[src/rtl/activation_flow_controller_pkg.sv]
// Shared TPU return-path types: instruction word, address types, activation
// function encodings and the tag that rides the write-delay line.
package activation_flow_controller_pkg;

  // Activation opcodes carry this prefix in opcode[7:4]. Bit 4 is reused as the
  // signedness flag, so the prefix test only looks at opcode[7:5].
  localparam logic [3:0] ACT_OPCODE_PREFIX = 4'b1000;

  localparam logic [3:0] ACT_NONE    = 4'd0;
  localparam logic [3:0] ACT_RELU    = 4'd1;
  localparam logic [3:0] ACT_TANH    = 4'd2;
  localparam logic [3:0] ACT_SIGMOID = 4'd3;

  typedef logic [15:0] accumulator_addr_type;
  typedef logic [23:0] buffer_addr_type;

  typedef struct packed {
    logic [7:0]           opcode;
    logic [15:0]          length;
    accumulator_addr_type acc_addr;
    buffer_addr_type      buffer_addr;
  } instr_type;

  typedef struct packed {
    logic            valid;
    buffer_addr_type addr;
    logic [3:0]      func;
    logic            is_signed;
  } act_tag_type;

  typedef enum logic {IDLE, ISSUE} afc_state_e;

  function automatic logic is_act_opcode(input logic [7:0] op);
    return op[7:5] == ACT_OPCODE_PREFIX[3:1];
  endfunction

endpackage

[src/rtl/activation_flow_controller_if.sv]
// Bus between the control coordinator and the activation flow controller.
// master: coordinator side (drives instr/instr_enable, observes datapath strobes)
// slave : controller side
// With ACT_FLOW_PERF_COUNTER_EN defined the bus also carries words_written.
interface activation_flow_controller_if;
  import activation_flow_controller_pkg::*;

  instr_type            instr;
  logic                 instr_enable;
  accumulator_addr_type acc_to_act_addr;
  logic                 acc_read_enable;
  logic [3:0]           activation_function;
  logic                 is_signed;
  buffer_addr_type      act_to_buf_addr;
  logic                 buf_write_enable;
  logic                 busy;
  logic                 resource_busy;
`ifdef ACT_FLOW_PERF_COUNTER_EN
  logic [31:0]          words_written;
`endif

  modport master (
    output instr, instr_enable,
    input  acc_to_act_addr, acc_read_enable, activation_function, is_signed,
           act_to_buf_addr, buf_write_enable, busy, resource_busy
`ifdef ACT_FLOW_PERF_COUNTER_EN
    , input words_written
`endif
  );

  modport slave (
    input  instr, instr_enable,
    output acc_to_act_addr, acc_read_enable, activation_function, is_signed,
           act_to_buf_addr, buf_write_enable, busy, resource_busy
`ifdef ACT_FLOW_PERF_COUNTER_EN
    , output words_written
`endif
  );

endinterface

[src/rtl/activation_flow_controller_act_delay_line.sv]
// act_delay_line: DEPTH-stage shift register of act_tag_type covering the
// accumulator read + activation latency. Advances only when en=1.
// Ports: clk, rst (async, active-low), en, din (tag pushed each advance),
//        dout (tail stage), any_valid (OR of all stage valid bits).
module act_delay_line
  import activation_flow_controller_pkg::*;
#(
  parameter int DEPTH = 5
) (
  input  logic        clk,
  input  logic        rst,
  input  logic        en,
  input  act_tag_type din,
  output act_tag_type dout,
  output logic        any_valid
);

  act_tag_type pipe [DEPTH];

  always_ff @(posedge clk or negedge rst) begin
    if (!rst) begin
      for (int i = 0; i < DEPTH; i++) pipe[i] <= '0;
    end else if (en) begin
      pipe[0] <= din;
      for (int i = 1; i < DEPTH; i++) pipe[i] <= pipe[i-1];
    end
  end

  assign dout = pipe[DEPTH-1];

  always_comb begin
    any_valid = 1'b0;
    for (int i = 0; i < DEPTH; i++) any_valid = any_valid | pipe[i].valid;
  end

endmodule

[src/rtl/activation_flow_controller.sv]
// activation_flow_controller: TPU return path. Issues accumulator reads for an
// instruction (acc_addr is source, buffer_addr destination), and after
// TOTAL_LATENCY enabled cycles writes each activated row to the unified buffer.
// Ports: clk, rst (async, active-low), enable (global advance/stall),
//        bus (activation_flow_controller_if.slave): instr/instr_enable in;
//        read/write strobes+addresses, function/sign tags, busy, resource_busy out.
// Optional: ACT_FLOW_PERF_COUNTER_EN adds a saturating words_written counter.
module activation_flow_controller
  import activation_flow_controller_pkg::*;
#(
  parameter int ACC_READ_LATENCY   = 2,
  parameter int ACTIVATION_LATENCY = 3
) (
  input logic                         clk,
  input logic                         rst,
  input logic                         enable,
  activation_flow_controller_if.slave bus
);

  localparam int TOTAL_LATENCY = ACC_READ_LATENCY + ACTIVATION_LATENCY;

  afc_state_e           state, nxt;
  instr_type            cur;
  logic [15:0]          count;
  logic                 accept, issue, last;
  act_tag_type          push, tail;
  logic                 line_valid;
  logic                 busy_q, rd_q, wr_q, sign_q;
  accumulator_addr_type rd_addr_q;
  buffer_addr_type      wr_addr_q;
  logic [3:0]           func_q;

  // busy_q also covers the cycle after the last read, so an instruction
  // can't be taken until the strobe for the final read has been seen.
  assign accept = enable && (state == IDLE) && !busy_q && bus.instr_enable;
  assign issue  = enable && (state == ISSUE);
  assign last   = (count == cur.length - 16'd1);

  always_comb begin
    nxt = state;
    case (state)
      IDLE:    if (accept && (bus.instr.length != 16'd0)) nxt = ISSUE;
      ISSUE:   if (issue && last) nxt = IDLE;
      default: nxt = IDLE;
    endcase
  end

  always_comb begin
    push           = '0;
    push.valid     = issue;
    push.addr      = cur.buffer_addr + {8'd0, count};
    push.func      = cur.opcode[3:0];
    push.is_signed = cur.opcode[4];
  end

  act_delay_line #(.DEPTH(TOTAL_LATENCY)) u_delay (
    .clk      (clk),
    .rst      (rst),
    .en       (enable),
    .din      (push),
    .dout     (tail),
    .any_valid(line_valid)
  );

  always_ff @(posedge clk or negedge rst) begin
    if (!rst) begin
      state     <= IDLE;
      cur       <= '0;
      count     <= '0;
      busy_q    <= 1'b0;
      rd_q      <= 1'b0;
      rd_addr_q <= '0;
      wr_q      <= 1'b0;
      wr_addr_q <= '0;
      func_q    <= '0;
      sign_q    <= 1'b0;
    end else if (!enable) begin
      rd_q <= 1'b0;
      wr_q <= 1'b0;
    end else begin
      state  <= nxt;
      busy_q <= (nxt == ISSUE) || (state == ISSUE);
      if (accept) begin
        cur   <= bus.instr;
        count <= '0;
      end else if (issue) begin
        count <= count + 16'd1;
      end
      rd_q <= issue;
      if (issue) rd_addr_q <= cur.acc_addr + count;
      wr_q <= tail.valid;
      if (tail.valid) wr_addr_q <= tail.addr;
      // A write leaving the line shows its own tag so a draining instruction
      // stays correctly labelled while the next one is issuing.
      if (tail.valid) begin
        func_q <= tail.func;
        sign_q <= tail.is_signed;
      end else if (accept) begin
        func_q <= bus.instr.opcode[3:0];
        sign_q <= bus.instr.opcode[4];
      end else if (state == ISSUE) begin
        func_q <= cur.opcode[3:0];
        sign_q <= cur.opcode[4];
      end
    end
  end

  assign bus.acc_read_enable     = rd_q;
  assign bus.acc_to_act_addr     = rd_addr_q;
  assign bus.buf_write_enable    = wr_q;
  assign bus.act_to_buf_addr     = wr_addr_q;
  assign bus.activation_function = func_q;
  assign bus.is_signed           = sign_q;
  assign bus.busy                = busy_q;
  assign bus.resource_busy       = busy_q | line_valid | wr_q;

`ifdef ACT_FLOW_PERF_COUNTER_EN
  logic [31:0] words_q;
  always_ff @(posedge clk or negedge rst) begin
    if (!rst) words_q <= '0;
    else if (enable && tail.valid && (words_q != 32'hFFFF_FFFF)) words_q <= words_q + 32'd1;
  end
  assign bus.words_written = words_q;
`endif

endmodule

[src/flat_wrapper.sv]
// flat-port wrapper written by rule: the top's interface ports become plain ports
module activation_flow_controller_flat import activation_flow_controller_pkg::*;
#(
  parameter int ACC_READ_LATENCY   = 2,
  parameter int ACTIVATION_LATENCY = 3
)
  (clk, rst, enable, bus_instr, bus_instr_enable, bus_acc_to_act_addr, bus_acc_read_enable, bus_activation_function, bus_is_signed, bus_act_to_buf_addr, bus_buf_write_enable, bus_busy, bus_resource_busy);
  activation_flow_controller_if bus_i ();
  input logic clk;
  input logic rst;
  input logic enable;
  input wire logic [$bits(bus_i.instr)-1:0] bus_instr;
  input wire logic [$bits(bus_i.instr_enable)-1:0] bus_instr_enable;
  output wire logic [$bits(bus_i.acc_to_act_addr)-1:0] bus_acc_to_act_addr;
  output wire logic [$bits(bus_i.acc_read_enable)-1:0] bus_acc_read_enable;
  output wire logic [$bits(bus_i.activation_function)-1:0] bus_activation_function;
  output wire logic [$bits(bus_i.is_signed)-1:0] bus_is_signed;
  output wire logic [$bits(bus_i.act_to_buf_addr)-1:0] bus_act_to_buf_addr;
  output wire logic [$bits(bus_i.buf_write_enable)-1:0] bus_buf_write_enable;
  output wire logic [$bits(bus_i.busy)-1:0] bus_busy;
  output wire logic [$bits(bus_i.resource_busy)-1:0] bus_resource_busy;
  assign bus_i.instr = bus_instr;
  assign bus_i.instr_enable = bus_instr_enable;
  assign bus_acc_to_act_addr = bus_i.acc_to_act_addr;
  assign bus_acc_read_enable = bus_i.acc_read_enable;
  assign bus_activation_function = bus_i.activation_function;
  assign bus_is_signed = bus_i.is_signed;
  assign bus_act_to_buf_addr = bus_i.act_to_buf_addr;
  assign bus_buf_write_enable = bus_i.buf_write_enable;
  assign bus_busy = bus_i.busy;
  assign bus_resource_busy = bus_i.resource_busy;
  activation_flow_controller #(.ACC_READ_LATENCY(ACC_READ_LATENCY), .ACTIVATION_LATENCY(ACTIVATION_LATENCY)) u_core (.clk(clk), .rst(rst), .enable(enable), .bus(bus_i));
endmodule
[config.mk]
export PLATFORM = sky130hd
export DESIGN_NAME = activation_flow_controller_flat
export DESIGN_NICKNAME = d
export VERILOG_FILES = /design/src/rtl/activation_flow_controller_pkg.sv /design/src/rtl/activation_flow_controller_if.sv /design/src/rtl/activation_flow_controller_act_delay_line.sv /design/src/rtl/activation_flow_controller.sv /design/src/flat_wrapper.sv
export SDC_FILE = /design/constraint.sdc
export NUM_CORES = 1
export LEC_CHECK = 0
export ABC_CLOCK_PERIOD_IN_PS = 2500
export CELL_PAD_IN_SITES_DETAIL_PLACEMENT = 0
export CELL_PAD_IN_SITES_GLOBAL_PLACEMENT = 1
export CORE_ASPECT_RATIO = 1.2
export CORE_MARGIN = 5
export CORE_UTILIZATION = 42
export CTS_CLUSTER_DIAMETER = 100
export DETAILED_ROUTE_END_ITERATION = 12
export PLACE_DENSITY_LB_ADDON = 0.1
export SETUP_SLACK_MARGIN = 0.2
export SYNTH_ARGS = -nofsm -noshare
export SYNTH_HDL_FRONTEND = slang
export SYNTH_SLANG_ARGS = --single-unit
[constraint.sdc]
create_clock -name clk -period 2.5 [get_ports clk]
set_input_delay 0.625 -clock clk [delete_from_list [all_inputs] [get_ports clk]]
set_output_delay 0.625 -clock clk [all_outputs]
set_load 0.05 [all_outputs]
==> flow_metrics.tcl, run 1 <==
set metrics [dict create \
    outcome "finished clean" \
    hpwl_um 19300 \
    grt.overflow.total 0 \
    core_mm2 0.0295 \
    cts_htree_levels 1 \
    ant_nets 0 \
    post-route-period-util 0.934 \
    yosysTopAreaCellShare 0.553 \
    peakVddDrop_mv 0.614 \
    power_frac_comb 0.382 \
    gp_congestion 0.861 \
    fill_cells 2710 \
    num_rows 69 \
    grt_max_degree 132 \
    antenna_found_initial 0 \
    yosysSeqAreaShare 0.553 \
    syn_area_per_cell_um2 11.3 \
    power_density_mw_per_mm2 1260 \
    finalHoldViolCount 0 \
    wl_um 27300 \
    cts_buffer_depth 3 \
    clock-root-buffer "clkbuf_16" \
    p_switching_mw 7.18 \
    p_leak_nw 7.12 \
    netlist_area_mm2 0.0125 \
    tightest_slew_ns 1.17 \
    finalCriticalPeriod_ns 2.33 \
    slew-limit-headroom 0.216 \
    grt_pass1_vias 8500 \
    pwr-share-clk 0.223 \
    r2r_cells 8 \
    die-area_mm2 0.0333 \
    initialDrtViolationCount 371 \
    layout_commonest_cell "dfrtp_1" \
    synth_area_leader_cell "dfrtp_1" \
    grt_usage 0.164 \
    place_area_mm2 0.0145 \
    drv_slew 0 \
    critPathRequiredTime_ns 2.92 \
    numClockSinks 276 \
    netlist_instances 1108 \
    antenna_cells 0 \
    layout_common_cells "273 x dfrtp_1, 226 x nand2_1, 163 x mux2_2" \
    end_kind "flip-flop" \
    synth_seq_cells 276 \
    async_flop_share 1.00 \
    chipWidth_um 167 \
    grt_pass1_wl_um 44900 \
    nets 1377 \
    skew_ns 0.0116 \
    synth_nets 1211 \
    synth_edf_count 0 \
    rsz0062_at_grt "yes" \
    clkTransAtPathRegs_ns 0.07 \
    finalInstanceArea_mm2 0.0157 \
    finalSetupViolations 0 \
    firstDrtPassIters 6 \
    syn2layout_area_growth_pct 25.9 \
    worstSkewPairLatency_ns 0.54 \
    die_y_um 199 \
    crit_arrival_ns 2.76 \
    drcViolationCount 0 \
    drive_gt1_frac 0.262 \
    criticalPathCategory "reg -> reg" \
    synth_ff_type "dfrtp_1" \
    seqPwrFrac 0.395 \
    startpoint_type "flip-flop" \
    synth_area_leaders "dfrtp_1 55%, mux2_2 15%, nand2_1 6.8%" \
    seqCellArea_mm2 0.00691 \
    vias 8408 \
    cts_tree "done" \
    cap_violations 0 \
    hold_class "in -> async" \
    port_buffers 113 \
    routedWlPerCell_um 16.2 \
    fin_tns_setup_ns 0 \
    ys_warn_count 0 \
    io_pins 117 \
    synth_cell_types 57 \
    max_clock_freq_mhz 428 \
    switching_share 0.361 \
    initial_core_util 0.423 \
    via_per_inst 4.98 \
    multiInputGateArea_mm2 0.00559 \
    internal-power_mw 12.7 \
    hold_ws_ns 0.00128 \
    path_max_fanout 2 \
    numCtsBuffers 29 \
]
## cell type report
type                       count  area share
sequential                   276       0.439
multi-input combinational    763       0.355
timing repair buffer         181       0.105
clock buffer                  38      0.0527
tap                          390      0.0310
clock inverter                16      0.0108
inverter                      23     0.00549
## state kept, by name (all words and copies together) (netlist names)
name	count
u_core.bus.activation_function	4
u_core.bus.act_to_buf_addr	24
u_core.bus.acc_to_act_addr	16
u_core.count	16
u_core.bus.buf_write_enable	1
u_core.u_delay.pipe	120
u_core.bus.is_signed	1
u_core.bus.acc_read_enable	1
u_core.bus.busy	1
u_core.u_delay.dout	30
u_core.state	1
u_core.cur	61
## power groups by stage
stage | Sequential, mW | Combinational [mW] | Clock (mW)
CTS | 7.87 | 7.53 | 4.58
global placement | 7.85 | 7.41 | 0
floorplan | 8.85 | 4.01 | 0
global route | 8.13 | 8.33 | 4.75
detailed placement | 7.92 | 7.53 | 0
finish | 7.84 | 7.58 | 4.43
## final timing paths
check,startpoint,endpoint,slack [ns]
setup reg to reg,u_core.cur[5]$_DFFE_PN0P_,u_core.u_delay.pipe[140]$_DFFE_PN0P_,0.17
hold reg to reg,u_core.bus.acc_to_act_addr[0]$_DFFE_PN0P_,u_core.bus.acc_to_act_addr[0]$_DFFE_PN0P_,0.47
min in group clk,u_core.bus.acc_to_act_addr[0]$_DFFE_PN0P_,u_core.bus.acc_to_act_addr[0]$_DFFE_PN0P_,0.47
hold / removal,rst,u_core.u_delay.pipe[93]$_DFFE_PN0P_,0.001
max in group asynchronous,rst,u_core.cur[21]$_DFFE_PN0P_,1.77
setup / recovery,u_core.cur[5]$_DFFE_PN0P_,u_core.u_delay.pipe[140]$_DFFE_PN0P_,0.17
## kinds of logic after synthesis
kind of cell | share of synthesized area
AO/OA/AOI/OAI | 0.0755
XOR/XNOR | 0.0421
adder cells (fa/ha/maj) | 0.0363
buffers and inverters | 0.0213
flip-flops | 0.553
multiplexers | 0.149
AND/OR/NAND/NOR | 0.123
## routing by layer
| metal | part of all wire | global-route usage |
|---|---|---|
| met1 | 0.43 | 0.210 |
| met2 | 0.51 | 0.295 |
| met3 | 0.038 | 0.0217 |
| met4 | 0.024 | 0.0448 |
| met5 | 0 | 0 |
## synth_stat cells (all sizes together) (2+ instances only)
| cell | count |
|---|---|
| o21bai | 4 |
| a31oi | 10 |
| nand4 | 6 |
| fa | 2 |
| o21a | 6 |
| a21boi | 2 |
| or3 | 2 |
| nor2b | 9 |
| nand3 | 18 |
| nor4b | 2 |
| o31ai | 9 |
| o21ai | 46 |
| mux2 | 163 |
| a21o | 15 |
| o211ai | 4 |
| and2 | 3 |
| nand2b | 6 |
| nand3b | 5 |
| nor3 | 11 |
| o22ai | 2 |
| nand4b | 2 |
| xnor2 | 27 |
| nor4 | 6 |
| nor2 | 47 |
| clkbuf | 34 |
| mux2i | 2 |
| ha | 33 |
| dfrtp | 276 |
| o41ai | 2 |
| a211oi | 7 |
| and3 | 5 |
| a21bo | 2 |
| nand2 | 227 |
| xor2 | 33 |
| buf | 12 |
| a21oi | 30 |
| inv | 23 |
## metrics by stage
stage / setup WS (ns) / instances / power, mW / utilization
after CTS: 0.0642 / 1684 / 20.0 / 0.529
after detailed placement: -0.0449 / 1626 / 15.5 / 0.490
after global placement: -0.0389 / 1626 / 15.3 / 0.490
after global routing: 0.0634 / 1687 / 21.2 / 0.533
final: 0.165 / 1687 / 19.8 / 0.533
after floorplan: 0.180 / 1108 / 12.9 / -
## worst max-delay path: stages (launching register included)
cell      delay (ns)
dfrtp_1         0.45
ha_4            0.30
and4_1          0.22
nand2_1         0.07
o211ai_1        0.32
a211oi_2        0.13
o41ai_2         0.35
xor2_1          0.10
mux2_2          0.26
## what timing repair did
action                                 CTS  global route
gates resized for setup                 81            27
endpoints found under the hold margin    0             0
setup buffers                            4             3
pin swaps                               24            19
hold buffers                             0             0
setup endpoints to repair               66            17
Note: power is estimated with default switching activity, not from simulation.
==> inputs of run 2 (changes only) <==
--- a/config.mk
+++ b/config.mk
@@ -8,7 +8,7 @@
 export ABC_CLOCK_PERIOD_IN_PS = 2500
 export CELL_PAD_IN_SITES_DETAIL_PLACEMENT = 0
 export CELL_PAD_IN_SITES_GLOBAL_PLACEMENT = 1
-export CORE_ASPECT_RATIO = 1.2
+export CORE_ASPECT_RATIO = 2
 export CORE_MARGIN = 5
 export CORE_UTILIZATION = 42
 export CTS_CLUSTER_DIAMETER = 100
==> run 2 against run 1 <==
Largest power group unchanged. Worst setup slack gained 0.021 ns. Die area grew 0.59%. Worst hold slack gained 0.012 ns. Clock skew is essentially flat. Critical path type unchanged.
==> flow_metrics.tcl, run 2 (synthesized netlist as in run 1, its figures left out) <==
set metrics [dict create \
    outcome "finished clean" \
    cts_htree_levels 1 \
    wl_um 27800 \
    finalCriticalPeriod_ns 2.31 \
    layout_common_cells "272 x dfrtp_1, 222 x nand2_1, 161 x mux2_2" \
    critical_path_buf_inv_count 2 \
    largest-register "u_core.u_delay.pipe" \
    slew-limit-headroom 0.520 \
    numClockSinks 276 \
    hpwl_um 20200 \
    finalHoldViolCount 0 \
    power_density_mw_per_mm2 1250 \
    drcViolationCount 0 \
    gp_congestion 0.875 \
    numPlacedInstances 1609 \
    end_kind "flip-flop" \
    nets 1384 \
    finalInstanceArea_mm2 0.0158 \
    layout_commonest_cell "dfrtp_1" \
    hold_class "in -> async" \
    place_area_mm2 0.0146 \
    peakVddDrop_mv 0.888 \
    cpPeakStageDelay_ns 0.42 \
    postCtsHoldBufs 0 \
    tightest_slew_ns 0.714 \
    chipWidth_um 132 \
    use_met2 0.323 \
    firstDrtPassIters 4 \
    stdcell_count 1663 \
    hold_ws_ns 0.0134 \
    worstSkewPairLatency_ns 0.53 \
    path_max_fanout 3 \
    grt.overflow.total 0 \
    startpoint_type "flip-flop" \
    syn2layout_area_growth_pct 26.4 \
    p_total_mw 19.7 \
    grt_usage 0.167 \
    clock-root-buffer "clkbuf_16" \
    grt_pass1_wl_um 46000 \
    critPathTopFamily "compound AO/OA/AOI/OAI gates" \
    drv_slew 0 \
    cts_buffer_depth 3 \
    cp_cell_sequence "ha_4, a211oi_2, buf_4, o21ba_4, o211ai_1, buf_4, a211oi_2, o41ai_2, xor2_1, mux2_4" \
    criticalPathCategory "reg -> reg" \
    rsz0062_at_grt "yes" \
    grt_pass1_vias 8884 \
    fin_tns_setup_ns 0 \
    critPathRequiredTime_ns 2.91 \
    met1_usage 0.187 \
    rrSetupSlack_ns 0.19 \
    io_pins 117 \
    die-area_mm2 0.0335 \
    skew_ns 0.0116 \
    vias 8362 \
    cap_violations 0 \
    ant_nets 0 \
    grt_busiest_layer "met2" \
    initial_core_util 0.425 \
    grt_max_degree 72 \
    clkTransAtPathRegs_ns 0.07 \
    max_clock_freq_mhz 432 \
    port_buffers 113 \
    post-route-period-util 0.926 \
    crit_arrival_ns 2.73 \
    drive_gt1_frac 0.272 \
    core_mm2 0.0294 \
    num_rows 89 \
    numCtsBuffers 25 \
    p_leak_nw 7.18 \
    routedWlPerCell_um 16.7 \
    via_per_inst 5.03 \
    use_met3 0.0178 \
    antenna_cells 0 \
    initialDrtViolationCount 290 \
    finalSetupViolations 0 \
    crit_slowest_cell "dfrtp_1" \
    antenna_found_initial 0 \
    cts_tree "done" \
    die_y_um 254 \
    largest_reg_flops 120 \
]
[run 2: changes by cell type in the layout (fill, tap and decap cells not counted), moves of 4 or more]
cell       change
clkbuf_16      -4
nand2_1        -4
buf_12         +4
clkinv_2       -4
buf_4          +8
o21ai_2        +4
[run 2: layout make-up]
| type | count | area [um2] |
|---|---|---|
| multi-input combinational | 763 | 5660 |
| tap | 364 | 455 |
| fill | 2695 | 13600 |
| clock buffer | 35 | 723 |
| clock inverter | 10 | 155 |
| timing repair buffer | 192 | 1790 |
| sequential | 276 | 6910 |
| inverter | 23 | 91.3 |
[run 2: timing repair]
action | in CTS | in global routing
pin swaps | 24 | 25
setup buffers | 6 | 3
setup endpoints to repair | 68 | 20
gates resized for setup | 81 | 44
[run 2: routing by layer]
metal | wire length, um | vias up
met5 | 0 | -
met3 | 786 | 44
met1 | 10700 | 4063
met4 | 851 | 0
met2 | 15400 | 114
li1 | - | 4141
[run 2: where the power goes]
| group | total (mW) | internal [mW] | switching, mW |
|---|---|---|---|
| sequential | 7.81 | 6.59 | 1.22 |
| clock | 4.06 | 2.43 | 1.63 |
| combinational | 7.81 | 3.59 | 4.23 |
| total | 19.7 | 12.6 | 7.08 |
[run 2: path summary, 6_finish.rpt]
check,start,cells after the start,endpoint
max,u_core.count[1]$_DFFE_PN0P_,10,u_core.u_delay.pipe[140]$_DFFE_PN0P_
min,rst,1,u_core.u_delay.pipe[61]$_DFFE_PN0P_
max reg2reg,u_core.count[1]$_DFFE_PN0P_,10,u_core.u_delay.pipe[140]$_DFFE_PN0P_
min reg2reg,u_core.bus.acc_to_act_addr[4]$_DFFE_PN0P_,1,u_core.bus.acc_to_act_addr[4]$_DFFE_PN0P_
max in group asynchronous,rst,2,u_core.count[3]$_DFFE_PN0P_
min in group clk,enable,2,u_core.bus.busy$_DFFE_PN0P_
[run 2: stage by stage]
stage	util	setup WS, ns
2_1_floorplan	-	0.180
3_3_place_gp	0.495	-0.0741
3_5_place_dp	0.495	-0.0843
4_1_cts	0.529	0.132
5_1_grt	0.537	0.100
6_report	0.537	0.186
